## config.mk

```make
export PLATFORM = sky130hd
export DESIGN_NAME = a2d_scan_intf
export DESIGN_NICKNAME = d
export VERILOG_FILES = /design/src/rtl/a2d_pkg.sv /design/src/rtl/SPI_mstr16.sv /design/src/rtl/a2d_scan_intf.sv
export SDC_FILE = /design/constraint.sdc
export NUM_CORES = 1
export LEC_CHECK = 0
export ABC_CLOCK_PERIOD_IN_PS = 2700
export CAP_MARGIN = 20
export CORE_MARGIN = 2
export CORE_UTILIZATION = 40
export CTS_CLUSTER_SIZE = 20
export DETAILED_ROUTE_END_ITERATION = 6
export SYNTH_ARGS = -nofsm -noshare
export SYNTH_HDL_FRONTEND = slang
export SYNTH_SLANG_ARGS = --single-unit
```

## constraint.sdc

```tcl
create_clock -name clk -period 2.7 [get_ports clk]
set_input_delay 0.405 -clock clk [delete_from_list [all_inputs] [get_ports clk]]
set_output_delay 0.405 -clock clk [all_outputs]
set_load 0.05 [all_outputs]
```

## src/rtl/a2d_pkg.sv

```systemverilog
// a2d_pkg: shared scan-state encoding and SPI command framing for the A2D scanner
package a2d_pkg;

    typedef enum logic [2:0] {IDLE, SEL, CMD1, GAP, CMD2, STORE} a2d_scan_state_t;

    localparam logic [1:0] A2D_CMD_PREFIX = 2'b00;

    function automatic logic [15:0] a2d_cmd(input logic [2:0] ch);
        return {A2D_CMD_PREFIX, ch, 11'h000};
    endfunction

endpackage

```

## src/rtl/SPI_mstr16.sv

```systemverilog
// SPI_mstr16: 16-bit mode-0 SPI master, SCLK = clk/4, MSB first, one-cycle done pulse
module SPI_mstr16 (
    input  logic        clk,
    input  logic        rst_n,
    input  logic        wrt,
    input  logic [15:0] cmd,
    output logic        done,
    output logic [15:0] rd_data,
    output logic        SS_n,
    output logic        SCLK,
    output logic        MOSI,
    input  logic        MISO
);

    logic        act_q;
    logic [1:0]  div_q;
    logic [3:0]  bit_q;
    logic [15:0] shft_q;
    logic        miso_q;
    logic        done_q;

    // Frame sequencer: sample MISO as SCLK rises, shift as SCLK falls, finish after 16 bits
    always_ff @(posedge clk or negedge rst_n) begin
        if (!rst_n) begin
            act_q  <= 1'b0;
            div_q  <= 2'd0;
            bit_q  <= 4'd0;
            shft_q <= 16'h0000;
            miso_q <= 1'b0;
            done_q <= 1'b0;
        end else begin
            done_q <= 1'b0;
            if (!act_q) begin
                if (wrt) begin
                    act_q  <= 1'b1;
                    div_q  <= 2'd0;
                    bit_q  <= 4'd0;
                    shft_q <= cmd;
                end
            end else begin
                div_q <= div_q + 2'd1;
                if (div_q == 2'd1)
                    miso_q <= MISO;
                if (div_q == 2'd3) begin
                    shft_q <= {shft_q[14:0], miso_q};
                    bit_q  <= bit_q + 4'd1;
                    if (bit_q == 4'd15) begin
                        act_q  <= 1'b0;
                        done_q <= 1'b1;
                    end
                end
            end
        end
    end

    assign SS_n    = ~act_q;
    assign SCLK    = act_q & div_q[1];
    assign MOSI    = shft_q[15];
    assign done    = done_q;
    assign rd_data = shft_q;

endmodule

```

## src/rtl/a2d_scan_intf.sv

```systemverilog
// a2d_scan_intf: scans enabled A2D channels over SPI (two reads per channel) into a result flop array
module a2d_scan_intf
    import a2d_pkg::*;
#(
    parameter int NUM_CH = 8,
    parameter int RES_W  = 12,
    parameter int INVERT = 1
) (
    input  logic              clk,
    input  logic              rst_n,
    input  logic              strt_cnv,
    input  logic              auto_en,
    input  logic [NUM_CH-1:0] ch_mask,
    input  logic [2:0]        rd_ch,
    output logic [RES_W-1:0]  rd_res,
    output logic              cnv_cmplt,
    output logic              busy,
    output logic              SS_n,
    output logic              SCLK,
    output logic              MOSI,
    input  logic              MISO
);

    a2d_scan_state_t   state_q, state_d;
    logic [2:0]        ptr_q, ptr_d;
    logic [NUM_CH-1:0] scan_mask_q, scan_mask_d;
    logic              cmplt_q, cmplt_d;
    logic [RES_W-1:0]  res_q [NUM_CH];
    logic              wrt, done, store, found;
    logic [2:0]        sel_idx;
    logic [15:0]       rd_data;
    logic [RES_W-1:0]  res_val;
    logic              unused_bits;

    SPI_mstr16 u_spi (
        .clk     (clk),
        .rst_n   (rst_n),
        .wrt     (wrt),
        .cmd     (a2d_cmd(state_q == SEL ? sel_idx : ptr_q)),
        .done    (done),
        .rd_data (rd_data),
        .SS_n    (SS_n),
        .SCLK    (SCLK),
        .MOSI    (MOSI),
        .MISO    (MISO)
    );

    assign res_val     = (INVERT != 0) ? ~rd_data[11 -: RES_W] : rd_data[11 -: RES_W];
    assign unused_bits = ^rd_data[15:12];

    // Lowest still-pending channel at or above the pointer
    always_comb begin
        found   = 1'b0;
        sel_idx = ptr_q;
        for (int i = NUM_CH - 1; i >= 0; i--)
            if (scan_mask_q[i] && 3'(i) >= ptr_q) begin
                found   = 1'b1;
                sel_idx = 3'(i);
            end
    end

    // Scan sequencer: next state, pointer, pending mask, completion flag and SPI strobes
    always_comb begin
        state_d     = state_q;
        ptr_d       = ptr_q;
        scan_mask_d = scan_mask_q;
        cmplt_d     = cmplt_q;
        wrt         = 1'b0;
        store       = 1'b0;
        unique case (state_q)
            IDLE:
                if (strt_cnv || auto_en) begin
                    state_d     = SEL;
                    scan_mask_d = ch_mask;
                    ptr_d       = 3'd0;
                    cmplt_d     = 1'b0;
                end
            SEL:
                if (found) begin
                    ptr_d   = sel_idx;
                    wrt     = 1'b1;
                    state_d = CMD1;
                end else begin
                    state_d = IDLE;
                    cmplt_d = 1'b1;
                end
            CMD1: if (done) state_d = GAP;
            GAP: begin
                wrt     = 1'b1;
                state_d = CMD2;
            end
            CMD2: if (done) state_d = STORE;
            STORE: begin
                store       = 1'b1;
                scan_mask_d = scan_mask_q & ~(NUM_CH'(1) << ptr_q);
                state_d     = SEL;
            end
            default: state_d = IDLE;
        endcase
    end

    // Sequencer state registers
    always_ff @(posedge clk or negedge rst_n) begin
        if (!rst_n) begin
            state_q     <= IDLE;
            ptr_q       <= 3'd0;
            scan_mask_q <= '0;
            cmplt_q     <= 1'b0;
        end else begin
            state_q     <= state_d;
            ptr_q       <= ptr_d;
            scan_mask_q <= scan_mask_d;
            cmplt_q     <= cmplt_d;
        end
    end

    // Result array: only the channel just read is overwritten
    always_ff @(posedge clk or negedge rst_n) begin
        if (!rst_n) begin
            for (int i = 0; i < NUM_CH; i++) res_q[i] <= '0;
        end else begin
            for (int i = 0; i < NUM_CH; i++)
                if (store && ptr_q == 3'(i)) res_q[i] <= res_val;
        end
    end

    // Read port: out-of-range channels read as zero
    always_comb begin
        rd_res = '0;
        for (int i = 0; i < NUM_CH; i++)
            if (rd_ch == 3'(i)) rd_res = res_q[i];
    end

    assign busy      = (state_q != IDLE);
    assign cnv_cmplt = cmplt_q;

endmodule

```

# Word level (Yosys, flattened, before mapping)
# Cells that the tools add are included.
# W data, S select, Z words.
# classes
reduce_logical,30
n_mux,56
n_eq_ne,28
magnitude_cmp,8
bitwise_logic,5
n_shift,1
addsub,2
# op_table
cell,count
$mux W12,8
$mux W16,3
$mux W3,14
$eq A3 B3 Y1 const B,10
$mux W1,19
$eq A3 B2 Y1 const B,6
$pmux W3 S6,1
$logic_and A1 B1 Y1,16
$pmux W8 S2,1
$ge A3 B3 Y1 const A,4
$mux W4,3
$not A12 Y12,1
$eq A3 B1 Y1 const B,3
$logic_not A3 Y1,3
$reduce_and A3 Y1,3
$and A8 B8 Y8,1
$mux W8,1
$ne A2 B2 Y1 const B,4
$not A8 Y8,1
$shl A1 B3 Y8 const A,1
$ge A1 B3 Y1 const A,2
$ge A2 B3 Y1 const A,2
$mux W2,3
$pmux W3 S2,1
13 further kinds,19
# totals
output_inout_bits,17
wordCells,148
regBits,136
input_bits,16

# Logic depth before layout (Yosys ltp)
# Gate-level depths: netlist (run 1).
# logic_depth
word_depth,14
mapped_depth,8

# By module
# From an unflattened synthesis (run 1), not the netlist that was laid out.
# unflattened
hier_cells,644
area_unflattened_um2,6493.7
# modules_own_cells
mod,n_inst,area_each_um2,cells_each
a2d_scan_intf,1,5236.3,531
SPI_mstr16,1,1257.5,113

# Worst setup path after synthesis (run 1)
# No wires, ideal clock.
# synth_timing
path_kind,input to output
from,in rd_ch[0]
to,out rd_res[0]
n_path_buf,2
t_required_ns,2.295
path_slack_ns,0.357
cell_stages,4
t_arrival_ns,1.938
path_cell_list,clkbuf_1 > buf_2 > mux4_2 > mux2_2
# synth_via
elab_chain_cells,9
# synth_rtl
item,line_no,source
"start, declared",a2d_scan_intf.sv:14,"input logic [2:0] rd_ch,"
$logic_not A3 Y1,a2d_scan_intf.sv:131,if (rd_ch == 3'(i)) rd_res = res_q[i];
$mux W12 (7 in series),a2d_scan_intf.sv:131,
$mux W12 *,a2d_scan_intf.sv:131,
"end, declared",a2d_scan_intf.sv:15,"output logic [RES_W-1:0] rd_res,"
# Every way passes the cells marked *; elsewhere a longest branch is shown, timed or not.

# Final worst setup path (run 1)
# layout_timing
from,reg state_q[2]
to,out busy
# layout_via
elab_chain_cells,1
# layout_rtl
item,line_no,source
"start, declared",a2d_scan_intf.sv:24,"a2d_scan_state_t state_q, state_d;"
"start signal, assigned",a2d_scan_intf.sv:110,state_q <= state_d;
$reduce_bool A3 Y1,a2d_scan_intf.sv:134,assign busy = (state_q != IDLE);
"end, declared",a2d_scan_intf.sv:17,"output logic busy,"
# No other way between the ends.

==> results.txt, run 1 <==
EDFF count, synth: 0
Bufs on Longest Clock Path: 2
Synth unique cells: 56
Post-Syn Instances: 562
Clock slew at reported path FFs: 0.05 ns
Unrepaired setup endpoints after global routing: no
Leakage dissipation: 3.26 nW
Dpl hpwl: 8830 um
Worst-Margin Slew: 1.08 ns
Outcome: finished, violations left
Avg Cell Area, Syn: 10.9 um2
Main combinational cell family by area after synthesis: compound AO/OA/AOI/OAI gates
Initial antenna violation count: 0
Hold Buf Count CTS: 0
Top FF cell, synth: dfrtp_1
Flops & latches, synth: 136
GRT Util Overall: 18.6%
Nature of the critical path startpoint: flip-flop
P&R area growth vs syn: 17.2%
Largest net degree at the start of global routing: 68
Fin. Hold Viols: 20
Max IR drop VDD: 0.000511 V
DR vias/cell: 5.45
Synth Net Count: 581
Final-stage net count: 601
Mapped cell area: 6140 um2
Critical Path RT: 2.30 ns
CTS Root Buffer Type: clkbuf_16
Drt total wl: 14100 um
Top Ports: 33
Failing checks: hold timing
Setup_tns: 0 ns
1st-pass router iterations: 4
Vias in the first global route: 4297
Placer Congestion: 0.816
Seq/Total Area, Yosys: 55.4%
CTS tree: yes
Post-layout min period: 2.49 ns
Row count: 45
Max incr delay on CP: 0.73 ns
Clock sinks: 136
Layout filler cell count: 1386
# setup viols final: 0
Max Cap Viol: 0
Num CTS Buffers: 17
Routed WL per cell: 18.1 um
CP endpoint kind: primary output
Synth area leader: dfrtp_1
Commonest non-fill, non-tap cell in the layout: dfrtp_1
Most frequent cells in the layout: 136 x dfrtp_1, 70 x nand2_1, 69 x o21ai_0
Compound-cell area share of the yosys netlist: 14.8%
Worst hold path type: input port to async pin
H-tree levels: 4
Die area: 16400 um2
Synth Area in XOR/XNOR: 0.285%
Max-slew headroom: 27.9%
Cell Chain, Critical Path: or3_1, clkdlybuf4s50_1
First-pass GRT wire length: 23100 um
Area share of fa/ha/maj cells after synthesis: 0.611%
Data arrival, critical path: 2.08 ns
Crit-path slowest cell: clkdlybuf4s50_1
DRC: 0
Via count: 4243
Cell types occupying the most area after synthesis: dfrtp_1 55%, mux4_2 8.8%, o21ai_0 5.6%
Hold_ws: -0.0128 ns
Initial Utilization: 40.7%
Final ANT Viol Nets: 0
Pwr dens: 1000 nW/um2
YS warnings: 0
Yosys top cell area share: 55.4%
Port bufs: 32
R2R depth: 6
Final core area utilization: 47.7%
Part of the cycle the worst path needs: 92.1%
Worst-path maximum fanout: 11
Synth Area in Simple Gates: 11.8%
Critical path class: flip-flop to primary output
Worst skew pair latency: 0.42 ns
Max Freq: 402 MHz
GRT Residual Overflow: 0
Core area: 15100 um2
Mux share of post-synthesis cell area: 13.0%
Max-slew violations: 0
Clk_skew: 0.00793 ns
Die Wd: 128 um
Fraction of layout cells with a size suffix above 1: 18.4%
Die Ht: 128 um
First DRT Iteration DRCs: 244
Asr flop ratio synth: 100%
Antenna Cells: 0
==> worst paths after layout <==
check | from | to | slack, ns
setup reg to reg | ptr_q[1] | u_spi.rd_data[13] | 0.24
setup / recovery | state_q[2] | busy | 0.21
min in group clk | res_q[68] | res_q[68] | 0.48
hold reg to reg | res_q[68] | res_q[68] | 0.48
max in group asynchronous | rst_n | res_q[42] | 2.02
hold / removal | rst_n | cnv_cmplt | -0.01
==> sequential cells by signal, indices dropped and copies added (netlist names) <==
name and cells:
cnv_cmplt 1, ptr_q 3, res_q 96, scan_mask_q 8, state_q 3, u_spi.act_q 1, u_spi.bit_q 4, u_spi.div_q 2
u_spi.done 1, u_spi.miso_q 1, u_spi.rd_data 16
==> layer usage <==
layer	share of wire (%)	track usage, %
met1	46	24.6
met2	49	30.5
met3	3.1	4.42
met4	1.5	5.56
met5	0	0
==> critical path, delay by kind of cell (launching register included) <==
family | cells | cell delay, ns
DFF | 1 | 0.47
buffers and inverters | 1 | 0.73
and+or+nand+nor | 1 | 0.46
==> what timing repair did <==
action | 4_1_cts | 5_1_grt
gates resized for setup | 0 | 1
endpoints found under the setup margin | 0 | 1
buffers inserted | 0 | 0
==> cell usage after synthesis, drive strengths merged (6+ instances only) <==
cell    number
a21oi       48
a22o        16
buf         20
clkbuf      31
dfrtp      136
inv          7
mux2        19
mux4        24
nand2       71
nand2b       6
nor2        51
o21ai       69
==> kinds of logic (layout without fill, tap and decap cells) <==
family / count (synthesis) / after routing
muxes: 47 / 47
adders and majority gates: 3 / 3
DFF: 136 / 136
AOI/OAI and AO/OA: 153 / 153
buffers and inverters: 59 / 88
and+or+nand+nor: 162 / 162
xor gates and xnor gates: 2 / 2
==> layout make-up <==
cell class | instances | area [um2] | share of cell area [%]
inverters | 8 | 30.0 | 0.417
flip-flops and latches | 136 | 3400 | 47.3
well taps | 188 | 235 | 3.27
clock buffers | 24 | 482 | 6.69
repair buffers | 52 | 477 | 6.62
multi-input cells | 367 | 2500 | 34.8
clock inverters | 4 | 70.1 | 0.973
==> metrics by stage <==
step                      area [um2]  setup WS (ns)  cells  power (mW)
after floorplan                 6140          0.357    562        4.47
after global placement          6650          0.335    751        4.94
after detailed placement        6650          0.253    751        5.04
after CTS                       7200          0.117    779        7.25
after global routing            7200          0.139    779        7.62
final                           7200          0.213    779        7.20
==> report_power, final <==
group	internal (mW)	switching (mW)	total (mW)
clock	1.41	0.782	2.19
combinational	0.866	1.01	1.87
sequential	2.56	0.580	3.14
total	4.83	2.37	7.20
Power figures use the tool's default switching activity.
==> run 2, diff against run 1 <==
--- a/config.mk
+++ b/config.mk
@@ -6,11 +6,12 @@
 export NUM_CORES = 1
 export LEC_CHECK = 0
 export ABC_CLOCK_PERIOD_IN_PS = 2700
-export CAP_MARGIN = 20
+export CAP_MARGIN = 0
 export CORE_MARGIN = 2
-export CORE_UTILIZATION = 40
+export CORE_UTILIZATION = 30
 export CTS_CLUSTER_SIZE = 20
 export DETAILED_ROUTE_END_ITERATION = 6
+export PLACE_DENSITY = 0.44
 export SYNTH_ARGS = -nofsm -noshare
 export SYNTH_HDL_FRONTEND = slang
 export SYNTH_SLANG_ARGS = --single-unit
==> results.txt, run 2 (same netlist as run 1, synthesis figures left out) <==
Sequential share of power: 41.5%
Cell Chain, Critical Path: or3_1, clkdlybuf4s50_1
Setup Fix Bufs, Post-CTS: 0
Max Cap Viol: 0
DRC: 0
Reg with most FFs: res_q
Worst hold path type: input port to async pin
GRT Residual Overflow: 0
GRT Util Overall: 15.1%
Vias in the first global route: 4442
Max IR drop VDD: 0.000502 V
Fin. Hold Viols: 10
Critical Path RT: 2.30 ns
1st-pass router iterations: 4
Die Ht: 147 um
Pwr dens: 1010 nW/um2
Top Ports: 33
Row count: 52
Data arrival, critical path: 2.11 ns
CTS Root Buffer Type: clkbuf_16
Hold Buf Count CTS: 0
Post-Layout Cell Count: 868
Die Wd: 147 um
Drt total wl: 15100 um
Max-slew violations: 0
Clock power share: 33.0%
Combinational power share: 25.6%
Crit-path slowest cell: clkdlybuf4s50_1
Via count: 4141
Reg area: 3400 um2
CP endpoint kind: primary output
Setup_tns: 0 ns
Critical path class: flip-flop to primary output
Worst-Margin Slew: 0.990 ns
Post-layout min period: 2.51 ns
Dpl cells: 836
Initial Utilization: 30.5%
Layout filler cell count: 2031
Most frequent cells in the layout: 136 x dfrtp_1, 70 x nand2_1, 69 x o21ai_0
Final ANT Viol Nets: 0
Switching share of power: 33.5%
Fraction of layout cells with a size suffix above 1: 20.1%
DR vias/cell: 4.77
Post-CTS sizing: 0
Unrepaired setup endpoints after global routing: no
Placer Congestion: 0.790
Final Total Pwr: 7.52 mW
Clock sinks: 136
Largest net degree at the start of global routing: 68
# setup viols final: 0
Largest register FFs: 96
Area of the multi-input gates: 2500 um2
Hold_ws: -0.0296 ns
Core area: 20200 um2
Num CTS Buffers: 17
First DRT Iteration DRCs: 217
Part of the cycle the worst path needs: 93.1%
Port bufs: 32
Worst skew pair latency: 0.43 ns
Worst-path maximum fanout: 11
Bufs on Longest Clock Path: 2
P_int: 5.00 mW
Leakage dissipation: 3.29 nW
CTS tree: yes
Failing checks: hold timing
Nature of the critical path startpoint: flip-flop
Max incr delay on CP: 0.73 ns
Max-slew headroom: 33.7%
Clk_skew: 0.00949 ns
Commonest non-fill, non-tap cell in the layout: dfrtp_1
Outcome: finished, violations left
H-tree levels: 4
Final-stage net count: 604
Routed WL per cell: 17.3 um
Dpl hpwl: 9420 um
Die area: 21600 um2
Sw Pwr: 2.52 mW
Antenna Cells: 0
Initial antenna violation count: 0
Max Freq: 398 MHz
Clock slew at reported path FFs: 0.06 ns
P&R area growth vs syn: 20.8%
First-pass GRT wire length: 25000 um
==> run 2: cell type report <==
type,instances,share of cell area [%]
Sequential cell,136,45.9
Multi-Input combinational cell,367,33.7
Timing Repair Buffer,55,7.03
Clock buffer,17,5.73
Tap cell,270,4.55
Clock inverter,15,2.70
Inverter,8,0.405
==> run 2: per-stage QoR <==
step / util (%) / cell area, um2 / hold WS [ns] / worst slack (ns)
after floorplan: - / 6140 / 0.109 / 0.357
after global placement: 33.7 / 6800 / 0.452 / 0.330
after detailed placement: 33.7 / 6800 / 0.462 / 0.319
after CTS: 36.8 / 7420 / 0.00219 / 0.170
after global routing: 36.8 / 7420 / 0.0232 / 0.112
final: 36.8 / 7420 / -0.0296 / 0.186
==> run 2: final timing paths <==
kind / slack [ns] / end / cells past startpoint / from
max: 0.19 / busy / 2 / state_q[2]
min: -0.03 / cnv_cmplt / 1 / rst_n
max reg2reg: 0.36 / ptr_q[1] / 5 / ptr_q[0]
min reg2reg: 0.48 / res_q[61] / 2 / res_q[61]
max in group asynchronous: 2.01 / res_q[8] / 2 / rst_n
min in group clk: 0.48 / res_q[61] / 2 / res_q[61]
==> run 2: per-layer routing <==
metal  wire [um]  global-route usage [%]
met5           0                       0
met4         226                    5.14
met3         361                    3.17
met2        7460                    25.1
met1        7000                    19.8
==> run 2: worst max-delay path: cells and delay by family, from the launching register on <==
| kind | cells | cell delay, ns |
|---|---|---|
| buffers and inverters | 1 | 0.73 |
| DFF | 1 | 0.47 |
| and+or+nand+nor | 1 | 0.48 |
==> run 2: power groups by stage <==
| stage | clock (mW) | sequential (mW) | combinational (mW) |
|---|---|---|---|
| final | 2.48 | 3.12 | 1.92 |
| after global routing | 2.62 | 3.22 | 2.15 |
| after CTS | 2.53 | 3.12 | 1.96 |
| after global placement | 0 | 3.14 | 1.90 |
| after floorplan | 0 | 2.82 | 1.65 |
| after detailed placement | 0 | 3.15 | 1.95 |
